--- src/rtl/firebird7_in_gate1_ijtag_pkg.sv ---
// Shared IJTAG types and constants for the gate1 instrument network.
package firebird7_in_gate1_ijtag_pkg;

  localparam int unsigned TDR_MAX_WIDTH = 32;

  // Spare/redundancy TDR defaults
  localparam int unsigned SPARE_RED_WIDTH        = 8;
  localparam logic [7:0]  SPARE_RED_RESET_VALUE  = 8'h00;
  localparam logic [7:0]  SPARE_RED_CAPTURE_MASK = 8'hF0;

  // IJTAG control strobes as seen by a TDR or SIB
  typedef struct packed {
    logic ce;
    logic se;
    logic ue;
    logic sel;
  } ijtag_ctrl_t;

endpackage

--- src/rtl/firebird7_in_gate1_tessent_so_retime_latch.sv ---
// Negative-level scan-out latch: half-cycle retime of the last scan bit.
module firebird7_in_gate1_tessent_so_retime_latch (
  input  logic tck_i,
  input  logic d_i,
  output logic q_o
);

  // Transparent while tck is low, holds through the high phase
  always_latch begin
    if (!tck_i) q_o <= d_i;
  end

endmodule

--- src/rtl/firebird7_in_gate1_tessent_tdr_spare_red.sv ---
// Spare/redundancy TDR below the gate1 SIB: shift/capture, negedge update,
// sticky status bits and a self-clearing go pulse.
module firebird7_in_gate1_tessent_tdr_spare_red
  import firebird7_in_gate1_ijtag_pkg::*;
#(
  parameter int unsigned       WIDTH        = SPARE_RED_WIDTH,
  parameter logic [WIDTH-1:0]  RESET_VALUE  = WIDTH'(SPARE_RED_RESET_VALUE),
  parameter logic [WIDTH-1:0]  CAPTURE_MASK = WIDTH'(SPARE_RED_CAPTURE_MASK),
  parameter int unsigned       PULSE_BIT    = 0
) (
  input  logic             ijtag_tck,
  input  logic             ijtag_reset,
  input  logic             ijtag_sel,
  input  logic             ijtag_si,
  input  logic             ijtag_ce,
  input  logic             ijtag_se,
  input  logic             ijtag_ue,
  output logic             ijtag_so,
  input  logic [WIDTH-1:0] status_in,
  output logic [WIDTH-1:0] data_out,
  output logic             go_pulse
);

  localparam logic [WIDTH-1:0] PULSE_ONEHOT = WIDTH'(1) << PULSE_BIT;
  // Sticky flops only exist where capture reports status, never on the go bit
  localparam logic [WIDTH-1:0] STICKY_MASK  = CAPTURE_MASK & ~PULSE_ONEHOT;

  ijtag_ctrl_t ctrl_c;
  logic [WIDTH-1:0] sr_q, sr_d;
  logic [WIDTH-1:0] sticky_q, sticky_d;
  logic [WIDTH-1:0] upd_q, upd_d;
  logic             go_q, go_d;
  logic [WIDTH-1:0] cap_word_c;

  assign ctrl_c = '{ce: ijtag_ce, se: ijtag_se, ue: ijtag_ue, sel: ijtag_sel};

  // Capture word; same-cycle status is folded in so a clear loses nothing
  always_comb begin
    cap_word_c = ((sticky_q | status_in) & STICKY_MASK)
               | (upd_q & ~CAPTURE_MASK & ~PULSE_ONEHOT);
  end

  // Shift-register and sticky next state; capture beats shift
  always_comb begin
    sr_d     = sr_q;
    sticky_d = (sticky_q | status_in) & STICKY_MASK;
    if (ctrl_c.ce && ctrl_c.sel) begin
      sr_d     = cap_word_c;
      sticky_d = '0;
    end else if (ctrl_c.se && ctrl_c.sel) begin
      sr_d = {ijtag_si, sr_q[WIDTH-1:1]};
    end
  end

  // Update register and go pulse next state
  always_comb begin
    upd_d = upd_q;
    go_d  = 1'b0;
    if (ctrl_c.ue && ctrl_c.sel) begin
      upd_d = sr_q & ~PULSE_ONEHOT;
      go_d  = |(sr_q & PULSE_ONEHOT);
    end
  end

  // Shift register, unreset like the SIB scan flop
  always_ff @(posedge ijtag_tck) begin
    sr_q <= sr_d;
  end

  // Sticky status accumulation
  always_ff @(posedge ijtag_tck or negedge ijtag_reset) begin
    if (!ijtag_reset) sticky_q <= '0;
    else              sticky_q <= sticky_d;
  end

  // Shadow/update stage on the falling edge
  always_ff @(negedge ijtag_tck or negedge ijtag_reset) begin
    if (!ijtag_reset) begin
      upd_q <= RESET_VALUE & ~PULSE_ONEHOT;
      go_q  <= 1'b0;
    end else begin
      upd_q <= upd_d;
      go_q  <= go_d;
    end
  end

  assign data_out = upd_q;
  assign go_pulse = go_q;

  firebird7_in_gate1_tessent_so_retime_latch u_so_latch (
    .tck_i (ijtag_tck),
    .d_i   (sr_q[0]),
    .q_o   (ijtag_so)
  );

endmodule

--- config.mk ---
export PLATFORM = sky130hd
export DESIGN_NAME = firebird7_in_gate1_tessent_tdr_spare_red
export DESIGN_NICKNAME = d
export VERILOG_FILES = /design/src/rtl/firebird7_in_gate1_ijtag_pkg.sv /design/src/rtl/firebird7_in_gate1_tessent_so_retime_latch.sv /design/src/rtl/firebird7_in_gate1_tessent_tdr_spare_red.sv
export SDC_FILE = /design/constraint.sdc
export NUM_CORES = 1
export LEC_CHECK = 0
export CAP_MARGIN = 20
export CORE_MARGIN = 3
export CORE_UTILIZATION = 40
export CTS_BUF_LIST = sky130_fd_sc_hd__clkbuf_4 sky130_fd_sc_hd__clkbuf_8
export DETAILED_ROUTE_END_ITERATION = 8
export GPL_TIMING_DRIVEN = 0
export PLACE_DENSITY = 0.76
export SYNTH_ARGS = -nofsm -noshare
export SYNTH_HDL_FRONTEND = slang
export SYNTH_HIERARCHICAL = 1
export SYNTH_SLANG_ARGS = --single-unit
--- constraint.sdc ---
create_clock -name ijtag_tck -period 1.77 [get_ports ijtag_tck]
set_input_delay 0.531 -clock ijtag_tck [delete_from_list [all_inputs] [get_ports ijtag_tck]]
set_output_delay 0.531 -clock ijtag_tck [all_outputs]
set_load 0.05 [all_outputs]
==> out/metrics.csv <==
metric,value,unit
arrival time worst endpoint,1800,ps
Peak supply drop,543.2,uV
Worst path max stage delay,450,ps
Routed Antenna Nets,0,
Final Hold Fails,0,
full die area,2603,um^2
Pint,828.5,uW
Synth top area share,0.2963,
# clock sinks,21,
"Reg clk slew, reported paths",120,ps
# DRC,0,
Area growth syn-to-layout,45.99,%
drt pass-1 iters,4,
violated checks,setup timing,
Avg Inst Size Synth,14.48,um^2
Clk pwr share,0.205,
htree depth,1,
Final Util,0.6502,
maxcap violations,0,
Power Density,990.9,nW/um^2
final WL,1457,um
DR WL/cell,13.37,um
# IOs,25,
Worst Path Max Fanout,2,
Die Ht,51.02,um
DP Area,1082,um^2
fin area,1184,um^2
RSZ-0062 raised after global routing,yes,
vias in the first global route,521,
worst path bufs/invs,1,
CP startpoint,data_out[4],
Max-slew headroom,0.6269,
yosys warns,6,
largest net degree at the start of global routing,13,
Initial Util,0.4454,
cell at the slowest stage of the critical path,dfrtn_1,
kind of critical path,reg -> out,
GR Util All Layers,0.1321,
I/O Buffers,18,
"Req. time, crit path",1240,ps
clock root cell,clkbuf_4,
share of cells above drive strength 1,0.4286,
Setup Skew,6.430,ps
post-synthesis register bit count,21,
combinational power share,0.295,
placed wire-length estimate,1013,um
Slew Limit Fails,0,
initial antenna violation count,0,
Slew @ Worst Pin,559.6,ps
CP Launch Type,flip-flop,
total grt overflow,0,
R2R Setup Slk,-110,ps
# diodes,0,
die width,51.02,um
family with the most delay on the worst path,flip-flops,
vias per inst,4.743,
crit-path cells,buf_6,
Sw Pwr,344.3,uW
NumNets Final,100,
Critical R2R Launch,data_out[1],
LEAKAGE,0.5244,nW
Worst setup EP type,output port,
final setup vio count,19,
synth top area cells,"edfxtp_1, dfrtn_1, mux2_2, dfrtp_1, a21oi_1",
CTS tree,yes,
synth unique cells,16,
sequential share of power,0.500,
routed vias,517,
GP Congestion,0.7231,
status,"finished, violations left",
first-pass GRT wire length,2504,um
CTS Buf Count,3,
leading area contributor after synthesis,edfxtp_1,
DR iter-0 viols,3,
Core Box Area,1821,um^2
Syn Nets,71,
Hold Crit Class,in -> async,
Clock Latency Late Sink,290,ps
Sw Ratio,0.2936,
Netlist Area Pre-Place,810.8,um^2
clk buf depth,2,
FILL cells,156,
Mapped Cells,56,
# rows,15,
worst setup margin,-564.1,ps
[sequential cells by signal, indices dropped and copies added, names as in the netlist]
register        cells
data_out            7
u_so_latch/q_o      1
sticky_q            4
go_pulse            1
sr_q                8
[cells by family after synthesis]
family / share of synthesized area
DFF: 0.6667
and+or+nand+nor: 0.07101
muxes: 0.1435
AOI/OAI and AO/OA: 0.05865
buffers and inverters: 0.03704
latches: 0.01851
other: 0.004625
[metrics by stage]
step	std cells	setup slack [ps]	power, mW	hold slack, ps	setup TNS [ps]
after floorplan	56	-326.0	0.7888	235.4	-5511
after global placement	99	-883.8	0.8878	452.1	-17610
after detailed placement	99	-893.7	0.8949	456.5	-17970
after CTS	109	-568.1	1.175	339.8	-5249
after global routing	109	-600.4	1.223	342.5	-5680
final	109	-564.1	1.173	316.2	-5230
[cells in the mapped netlist]
master	count
edfxtp_1	8
mux2_4	1
nor2_1	8
and3_1	1
dfrtn_1	8
buf_6	2
nor2b_1	1
and2_4	1
buf_4	1
dfrtp_1	4
nand2_2	1
o21a_1	1
dlxtn_1	1
mux2_2	9
a21oi_1	8
conb_1	1
[final timing paths]
check	to	cells past startpoint
min in group ijtag_tck	data_out[7]	1
max in group asynchronous	data_out[7]	1
worst max-delay path	data_out[4]	1
worst min-delay path	sticky_q[4]	1
worst min register to register	data_out[7]	1
worst max register to register	sr_q[1]	2
[metal layers]
metal	vias up	wire, um	global-route usage
met3	0	68	0.03499
met4	0	0	0.04036
met2	13	731	0.2039
met1	253	657	0.1808
met5	-	0	0
li1	251	-	-
[power groups by stage]
stage | sequential (mW) | clock [mW] | combinational [mW]
after floorplan | 0.690 | 0 | 0.0990
after global placement | 0.591 | 0 | 0.296
after detailed placement | 0.595 | 0 | 0.300
after CTS | 0.586 | 0.245 | 0.344
after global routing | 0.594 | 0.265 | 0.364
final | 0.587 | 0.241 | 0.345
[layout by cell type, fill, tap and decap left out, types with 2 or more instances in the layout]
cell,synthesis,layout
nor2_1,8,8
buf_4,1,5
dfrtn_1,8,8
dfrtp_1,4,4
a21oi_1,8,8
buf_8,0,2
buf_6,2,11
clkdlybuf4s50_1,0,7
mux2_4,1,10
clkbuf_4,0,4
edfxtp_1,8,8
[what timing repair did]
action | CTS | global route
pin swaps | 1 | 1
buffers inserted | 6 | 0
gates resized for setup | 72 | 2
hold buffers | 0 | 0
setup endpoints to repair | 25 | 19
[cell type report]
type / count / area [um^2] / share of cell area
sequential: 21 / 559.3 / 0.4725
tap: 25 / 31.28 / 0.02643
buffer: 3 / 38.79 / 0.03277
timing repair buffer: 24 / 251.5 / 0.2125
multi-input combinational: 32 / 272.8 / 0.2304
clock buffer: 4 / 30.03 / 0.02537
(Power assumes the default switching activity.)
